$ cat src/rtl/clock_time_ctrl_if.sv
// Handshake bundle between the 1Hz/button front end and the clock controller.
// The master drives ticks and button pulses; the slave returns BCD digits, blanking and mode.
interface clock_time_ctrl_if;
    logic       tick_1hz;
    logic       btn_mode;
    logic       btn_inc;
    logic       btn_clr;
    logic [3:0] sec_lo;
    logic [3:0] sec_hi;
    logic [3:0] min_lo;
    logic [3:0] min_hi;
    logic [3:0] hr_lo;
    logic [3:0] hr_hi;
    logic [5:0] blank;
    logic [1:0] mode;

    modport master (
        output tick_1hz, btn_mode, btn_inc, btn_clr,
        input  sec_lo, sec_hi, min_lo, min_hi, hr_lo, hr_hi, blank, mode
    );

    modport slave (
        input  tick_1hz, btn_mode, btn_inc, btn_clr,
        output sec_lo, sec_hi, min_lo, min_hi, hr_lo, hr_hi, blank, mode
    );
endinterface

$ cat src/rtl/clock_time_ctrl.sv
// BCD HH:MM:SS timekeeper with RUN / SET_HR / SET_MIN modes, inactivity
// timeout and blinking of the field being edited. All outputs registered.
module clock_time_ctrl #(
    parameter int TIMEOUT_S = 30,
    parameter bit BLINK_EN  = 1'b1
) (
    input logic               clk,
    input logic               rst,
    clock_time_ctrl_if.slave  bus
);
    typedef enum logic [1:0] {RUN = 2'd0, SET_HR = 2'd1, SET_MIN = 2'd2} mode_e;

    localparam logic [5:0] HR_MASK  = 6'b110000;
    localparam logic [5:0] MIN_MASK = 6'b001100;

    mode_e      r_mode;
    logic [3:0] r_sec_lo, r_sec_hi, r_min_lo, r_min_hi, r_hr_lo, r_hr_hi;
    logic [5:0] r_blank;
    logic       r_phase;
    logic [7:0] r_to;

    logic       w_sec_carry, w_min_carry, w_hr_wrap, w_any_btn, w_to_hit, w_phase_next;
    logic [3:0] w_sec_lo_inc, w_sec_hi_inc, w_min_lo_inc, w_min_hi_inc, w_hr_lo_inc, w_hr_hi_inc;
    logic [7:0] w_to_next;

    // Single-step BCD increments; each field wraps within its own legal range.
    assign w_sec_carry  = (r_sec_lo == 4'd9) && (r_sec_hi == 4'd5);
    assign w_min_carry  = (r_min_lo == 4'd9) && (r_min_hi == 4'd5);
    assign w_hr_wrap    = (r_hr_hi == 4'd2) && (r_hr_lo == 4'd3);
    assign w_sec_lo_inc = (r_sec_lo == 4'd9) ? 4'd0 : r_sec_lo + 4'd1;
    assign w_sec_hi_inc = (r_sec_lo != 4'd9) ? r_sec_hi : ((r_sec_hi == 4'd5) ? 4'd0 : r_sec_hi + 4'd1);
    assign w_min_lo_inc = (r_min_lo == 4'd9) ? 4'd0 : r_min_lo + 4'd1;
    assign w_min_hi_inc = (r_min_lo != 4'd9) ? r_min_hi : ((r_min_hi == 4'd5) ? 4'd0 : r_min_hi + 4'd1);
    assign w_hr_lo_inc  = (w_hr_wrap || r_hr_lo == 4'd9) ? 4'd0 : r_hr_lo + 4'd1;
    assign w_hr_hi_inc  = w_hr_wrap ? 4'd0 : ((r_hr_lo == 4'd9) ? r_hr_hi + 4'd1 : r_hr_hi);

    // A button clears the timeout count before the same-cycle tick is counted.
    assign w_any_btn    = bus.btn_mode | bus.btn_inc | bus.btn_clr;
    assign w_to_next    = (w_any_btn ? 8'd0 : r_to) + {7'd0, bus.tick_1hz};
    assign w_to_hit     = (TIMEOUT_S != 0) && (w_to_next == 8'(TIMEOUT_S));
    assign w_phase_next = r_phase ^ bus.tick_1hz;

    always_ff @(posedge clk or posedge rst) begin
        if (rst) begin
            r_mode   <= RUN;
            r_sec_lo <= 4'd0;
            r_sec_hi <= 4'd0;
            r_min_lo <= 4'd0;
            r_min_hi <= 4'd0;
            r_hr_lo  <= 4'd0;
            r_hr_hi  <= 4'd0;
            r_blank  <= 6'd0;
            r_phase  <= 1'b0;
            r_to     <= 8'd0;
        end else begin
            case (r_mode)
                RUN: begin
                    if (bus.tick_1hz) begin
                        r_sec_lo <= w_sec_lo_inc;
                        r_sec_hi <= w_sec_hi_inc;
                        if (w_sec_carry) begin
                            r_min_lo <= w_min_lo_inc;
                            r_min_hi <= w_min_hi_inc;
                            if (w_min_carry) begin
                                r_hr_lo <= w_hr_lo_inc;
                                r_hr_hi <= w_hr_hi_inc;
                            end
                        end
                    end
                    if (bus.btn_mode) r_mode <= SET_HR;
                    r_phase <= 1'b0;
                    r_to    <= 8'd0;
                    r_blank <= 6'd0;
                end
                SET_HR: begin
                    if (bus.btn_mode) begin
                        r_mode  <= SET_MIN;
                        r_phase <= 1'b0;
                        r_to    <= 8'd0;
                        r_blank <= 6'd0;
                    end else begin
                        if (bus.btn_clr) begin
                            r_hr_lo <= 4'd0;
                            r_hr_hi <= 4'd0;
                        end else if (bus.btn_inc) begin
                            r_hr_lo <= w_hr_lo_inc;
                            r_hr_hi <= w_hr_hi_inc;
                        end
                        if (w_to_hit) begin
                            r_mode   <= RUN;
                            r_sec_lo <= 4'd0;
                            r_sec_hi <= 4'd0;
                            r_phase  <= 1'b0;
                            r_to     <= 8'd0;
                            r_blank  <= 6'd0;
                        end else begin
                            r_phase  <= w_phase_next;
                            r_to     <= w_to_next;
                            r_blank  <= (BLINK_EN && w_phase_next) ? HR_MASK : 6'd0;
                        end
                    end
                end
                SET_MIN: begin
                    if (bus.btn_mode || w_to_hit) begin
                        if (!bus.btn_mode) begin
                            if (bus.btn_clr) begin
                                r_min_lo <= 4'd0;
                                r_min_hi <= 4'd0;
                            end else if (bus.btn_inc) begin
                                r_min_lo <= w_min_lo_inc;
                                r_min_hi <= w_min_hi_inc;
                            end
                        end
                        r_mode   <= RUN;
                        r_sec_lo <= 4'd0;
                        r_sec_hi <= 4'd0;
                        r_phase  <= 1'b0;
                        r_to     <= 8'd0;
                        r_blank  <= 6'd0;
                    end else begin
                        if (bus.btn_clr) begin
                            r_min_lo <= 4'd0;
                            r_min_hi <= 4'd0;
                        end else if (bus.btn_inc) begin
                            r_min_lo <= w_min_lo_inc;
                            r_min_hi <= w_min_hi_inc;
                        end
                        r_phase <= w_phase_next;
                        r_to    <= w_to_next;
                        r_blank <= (BLINK_EN && w_phase_next) ? MIN_MASK : 6'd0;
                    end
                end
                default: begin
                    r_mode  <= RUN;
                    r_phase <= 1'b0;
                    r_to    <= 8'd0;
                    r_blank <= 6'd0;
                end
            endcase
        end
    end

    assign bus.sec_lo = r_sec_lo;
    assign bus.sec_hi = r_sec_hi;
    assign bus.min_lo = r_min_lo;
    assign bus.min_hi = r_min_hi;
    assign bus.hr_lo  = r_hr_lo;
    assign bus.hr_hi  = r_hr_hi;
    assign bus.blank  = r_blank;
    assign bus.mode   = r_mode;
endmodule

$ cat src/flat_wrapper.sv
// flat-port wrapper written by rule: the top's interface ports become plain ports
module clock_time_ctrl_flat 
#(
    parameter int TIMEOUT_S = 30,
    parameter bit BLINK_EN  = 1'b1
)
  (clk, rst, bus_tick_1hz, bus_btn_mode, bus_btn_inc, bus_btn_clr, bus_sec_lo, bus_sec_hi, bus_min_lo, bus_min_hi, bus_hr_lo, bus_hr_hi, bus_blank, bus_mode);
  clock_time_ctrl_if bus_i ();
  input logic clk;
  input logic rst;
  input wire logic [$bits(bus_i.tick_1hz)-1:0] bus_tick_1hz;
  input wire logic [$bits(bus_i.btn_mode)-1:0] bus_btn_mode;
  input wire logic [$bits(bus_i.btn_inc)-1:0] bus_btn_inc;
  input wire logic [$bits(bus_i.btn_clr)-1:0] bus_btn_clr;
  output wire logic [$bits(bus_i.sec_lo)-1:0] bus_sec_lo;
  output wire logic [$bits(bus_i.sec_hi)-1:0] bus_sec_hi;
  output wire logic [$bits(bus_i.min_lo)-1:0] bus_min_lo;
  output wire logic [$bits(bus_i.min_hi)-1:0] bus_min_hi;
  output wire logic [$bits(bus_i.hr_lo)-1:0] bus_hr_lo;
  output wire logic [$bits(bus_i.hr_hi)-1:0] bus_hr_hi;
  output wire logic [$bits(bus_i.blank)-1:0] bus_blank;
  output wire logic [$bits(bus_i.mode)-1:0] bus_mode;
  assign bus_i.tick_1hz = bus_tick_1hz;
  assign bus_i.btn_mode = bus_btn_mode;
  assign bus_i.btn_inc = bus_btn_inc;
  assign bus_i.btn_clr = bus_btn_clr;
  assign bus_sec_lo = bus_i.sec_lo;
  assign bus_sec_hi = bus_i.sec_hi;
  assign bus_min_lo = bus_i.min_lo;
  assign bus_min_hi = bus_i.min_hi;
  assign bus_hr_lo = bus_i.hr_lo;
  assign bus_hr_hi = bus_i.hr_hi;
  assign bus_blank = bus_i.blank;
  assign bus_mode = bus_i.mode;
  clock_time_ctrl #(.TIMEOUT_S(TIMEOUT_S), .BLINK_EN(BLINK_EN)) u_core (.clk(clk), .rst(rst), .bus(bus_i));
endmodule
$ cat config.mk
export PLATFORM = sky130hd
export DESIGN_NAME = clock_time_ctrl_flat
export DESIGN_NICKNAME = d
export VERILOG_FILES = /design/src/rtl/clock_time_ctrl_if.sv /design/src/rtl/clock_time_ctrl.sv /design/src/flat_wrapper.sv
export SDC_FILE = /design/constraint.sdc
export NUM_CORES = 1
export LEC_CHECK = 0
export ABC_CLOCK_PERIOD_IN_PS = 2140
export CORE_ASPECT_RATIO = 0.6
export CORE_UTILIZATION = 47
export CTS_CLUSTER_DIAMETER = 50
export CTS_CLUSTER_SIZE = 20
export DETAILED_ROUTE_END_ITERATION = 8
export GPL_TIMING_DRIVEN = 0
export PLACE_DENSITY = 0.74
export SLEW_MARGIN = 20
export SYNTH_ARGS = -nofsm -noshare
export SYNTH_HDL_FRONTEND = slang
export SYNTH_SLANG_ARGS = --single-unit
$ cat constraint.sdc
create_clock -name clk -period 2.14 [get_ports clk]
set_input_delay 0.214 -clock clk [delete_from_list [all_inputs] [get_ports clk]]
set_output_delay 0.214 -clock clk [all_outputs]
set_load 0.03 [all_outputs]
==> summary.md <==
The run finished, with violations left. The final reports fail on negative setup slack. The first global-routing pass estimated 9230 µm of wire. Summed over all layers, the global routing overflow is 0. Final HPWL from detailed placement: 3940 µm. Once detail routing completed, the nets flagged for antenna violations numbered 0. The post-layout worst setup margin was -0.155 ns; the number of distinct standard cells referenced by the synthesized netlist was 51. Pin count of the biggest net entering global routing: 27. Most crowded layer after global routing: met1.

The run gives 254 as the cell count after synthesis. In this run the count of I/O pins placed on the die edge is 38. The type of destination of the critical path was a flop. The worst hold path belongs to the class input port to asynchronous set/reset pin.

Clock-pin slew was measured on the worst setup and hold paths at 0.09 ns. TritonCTS built the clock tree. Across the run, the number of max-cap violations was 0. The count of buffers added on input and output ports is 34. Buffers inserted to repair hold after CTS numbered 0. The final route contains 2062 vias. The run gives 2.47 ns as the critical path arrival. CTS saw 37 sinks. The initial utilization of the core area, before any placement, comes to 49.4%.

Subtracting the final worst setup slack from the clock period gives 2.30 ns. The largest vdd supply drop was 645 µV. The final count of pins violating max slew came out at 0.

Setup violations remaining at the end of the flow were counted as 9. The sequential fraction of the synthesis area is 40.6%. For the largest buffer count on any clock path, the log shows 2.

Before CTS, the worst setup slack after placement is -0.868 ns. In this run, the number of DRC markers left after iteration 0 of detailed routing was 130. In the routed design, unresolved DRC markers number 0. The final period utilization came out at 107%. After detailed routing, the total wire length is 5620 µm. Setup repair after global routing could not meet its margin everywhere. After floorplanning, the core was divided into 19 placement rows.

The H-tree was split into 2 levels. In this run the worst path has a maximum fanout of 7. The number of vias per cell is 5.51.

The type of the worst setup path was flop to flop. The post-route netlist has 23.8% of its cells at a drive strength greater than 1. In this run, CTS created clock tree buffers numbering 5. Fmax: 436 MHz. Global routing consumed, on the met2 layer, 31.0% of the routing resources. The run gives 0.814 as the routability congestion estimate. The initial antenna violation count was 0. For the antenna diode count, the log shows 0.

The number of hold violations in the final report is 0, and the slew at the pin closest to its max-slew limit is 0.741 ns. The die covers 5140 µm². The clock arrives with 0.0122 ns of skew. The worst pin sits at a relative slew slack of 50.1%. The run gives 4260 µW as the power after layout. After synthesis the cells add up to 2280 µm². The top-area cell type share of the netlist area works out to 40.6%. Sorting the synthesized cells by area gives the leading types as sky130_fd_sc_hd__dfrtp_1 (41%), sky130_fd_sc_hd__ha_1 (7.7%), sky130_fd_sc_hd__o21ai_1 (4.0%), sky130_fd_sc_hd__nand2_1 (4.0%), sky130_fd_sc_hd__nor2_1 (3.8%). Summed over all cells, the static leakage comes to 0.00137 µW.

The core occupancy in the finished layout was 69.2%; the flip-flop and latch count after synthesis was 37. The clock root buffer is sky130_fd_sc_hd__clkbuf_8. The run gives 1867 as the via count of the first global-routing pass. The total of fill cells in the finished design was 356; the count of yosys warnings during synthesis was 0. The run gives -0.16 ns as the register-to-register path setup slack. Launch point of the worst reg-to-reg path: u_core.r_to[0]$_DFF_PP0_.

The cell type with the largest total area after synthesis is sky130_fd_sc_hd__dfrtp_1. The endpoint identified for the worst register-to-register timing path is u_core.bus.sec_lo[0]$_DFFE_PP0P_. The share of async-settable or async-resettable flops after synthesis was 100%.

The synthesized area per cell works out to 8.97 µm². Leading register cell type out of synthesis: sky130_fd_sc_hd__dfrtp_1. The tools report the launching element type of the critical path as a flop. Area of the core region: 4610 µm².

The y dimension of the die is 55.9 µm, and the global router's overall resource usage is 23.2%. Most repeated cell in the gate-level netlist after synthesis: sky130_fd_sc_hd__dfrtp_1. The floorplan die width is 91.9 µm. The met1 usage came out at 37.4%. After detailed routing, the average wire length per cell comes to 15.0 µm. The tools report the first-pass detailed-route iteration total as 4.

The number of cells on the worst reg-to-reg path is 9. Dividing total power by cell area gives a power density of 1330 nW/µm². Hold is met by 0.161 ns. Ranked by instance count, the synthesized netlist is headed by sky130_fd_sc_hd__dfrtp_1 (37), sky130_fd_sc_hd__nand2_1 (24), sky130_fd_sc_hd__nor2_1 (23). The final layout net count was 330; the required time of the worst setup path was 2.32 ns. The number of synthesized flops with an enable pin was 0; the area growth from synthesis to layout was 40.1%. Global routing usage on met3: 4.51%. The tools report the clock latency on the worst-skew pair as 0.30 ns.
==> repair_timing <==
action	4_1_cts	5_1_grt
gates resized for setup	23	14
pin swaps	10	7
buffers inserted	16	0
endpoints found under the setup margin	24	19
==> routing by layer <==
layer,wire [µm],vias up
met4,49,0
met5,0,-
met2,2270,49
li1,-,1013
met1,3050,993
met3,251,7
==> cell type report <==
class	instances	area, µm²	area share, %
Buffer	8	75.1	2.35
Clock buffer	6	82.6	2.59
Clock inverter	2	37.5	1.18
Inverter	14	52.6	1.65
Multi-Input combinational cell	193	1460	45.7
Sequential cell	37	931	29.2
Tap cell	63	78.8	2.47
Timing Repair Buffer	51	478	15.0
==> critical path: stages (launching register included) <==
cell and delay, ns:
sky130_fd_sc_hd__dfrtp_1 0.37, sky130_fd_sc_hd__and2_4 0.16, sky130_fd_sc_hd__ha_4 0.17, sky130_fd_sc_hd__ha_4 0.18
sky130_fd_sc_hd__and3_4 0.17, sky130_fd_sc_hd__o211ai_1 0.27, sky130_fd_sc_hd__o31ai_4 0.13, sky130_fd_sc_hd__and4_4 0.19
sky130_fd_sc_hd__o21ai_4 0.20, sky130_fd_sc_hd__mux2_4 0.32
==> sequential cells by signal, indices dropped and copies added (netlist names) <==
| signal | count |
|---|---|
| u_core.r_to | 8 |
| u_core.bus.hr_hi | 4 |
| u_core.bus.hr_lo | 4 |
| u_core.bus.min_hi | 4 |
| u_core.bus.min_lo | 4 |
| u_core.bus.sec_hi | 4 |
| u_core.bus.sec_lo | 4 |
| u_core.bus.blank | 2 |
| u_core.bus.mode | 2 |
| u_core.r_phase | 1 |
==> logic make-up after synthesis <==
logic type | after synthesis | synth area share (%)
buffers and inverters | 25 | 4.78
xor gates and xnor gates | 7 | 2.69
adders and majority gates | 14 | 7.69
other | 1 | 0.165
DFF | 37 | 40.6
and+or+nand+nor | 103 | 24.0
AOI/OAI and AO/OA | 59 | 16.2
muxes | 8 | 3.84
==> where the power goes <==
part	internal (µW)	total, µW	switching [µW]
Combinational	1090	2500	1410
Clock	379	644	264
Sequential	890	1120	226
==> through the flow <==
step,instances,setup TNS [ns],instance area (µm²)
2_1_floorplan,255,-1.18,2400
3_3_place_gp,352,-14.02,2820
3_5_place_dp,353,-14.68,2840
4_1_cts,374,-0.446,3130
5_1_grt,374,-1.70,3190
6_report,374,-0.610,3190
==> how the worst max path moves through the flow <==
stage / endpoint / start
2_1_floorplan: u_core.bus.sec_lo[0]$_DFFE_PP0P_ / bus_btn_mode
5_1_grt: u_core.bus.sec_lo[0]$_DFFE_PP0P_ / u_core.r_to[0]$_DFF_PP0_
3_3_place_gp: u_core.bus.sec_hi[1]$_DFFE_PP0P_ / bus_btn_clr
3_5_place_dp: u_core.bus.sec_hi[1]$_DFFE_PP0P_ / bus_btn_clr
4_1_cts: u_core.bus.sec_hi[1]$_DFFE_PP0P_ / u_core.r_to[0]$_DFF_PP0_
6_report: u_core.bus.sec_lo[0]$_DFFE_PP0P_ / u_core.r_to[0]$_DFF_PP0_
==> cell usage in the layout, fill, tap and decap left out, drive strengths merged, types with 7 or more instances in the layout <==
cell type and count:
ha 14, buf 22, nor3 7, and2 9
a21oi 8, nor2 23, o21ai 26, inv 14
nand2 24, nand3 9, clkbuf 9, clkdlybuf4s50 31
dfrtp 37
Power figures use the tool's default switching activity.
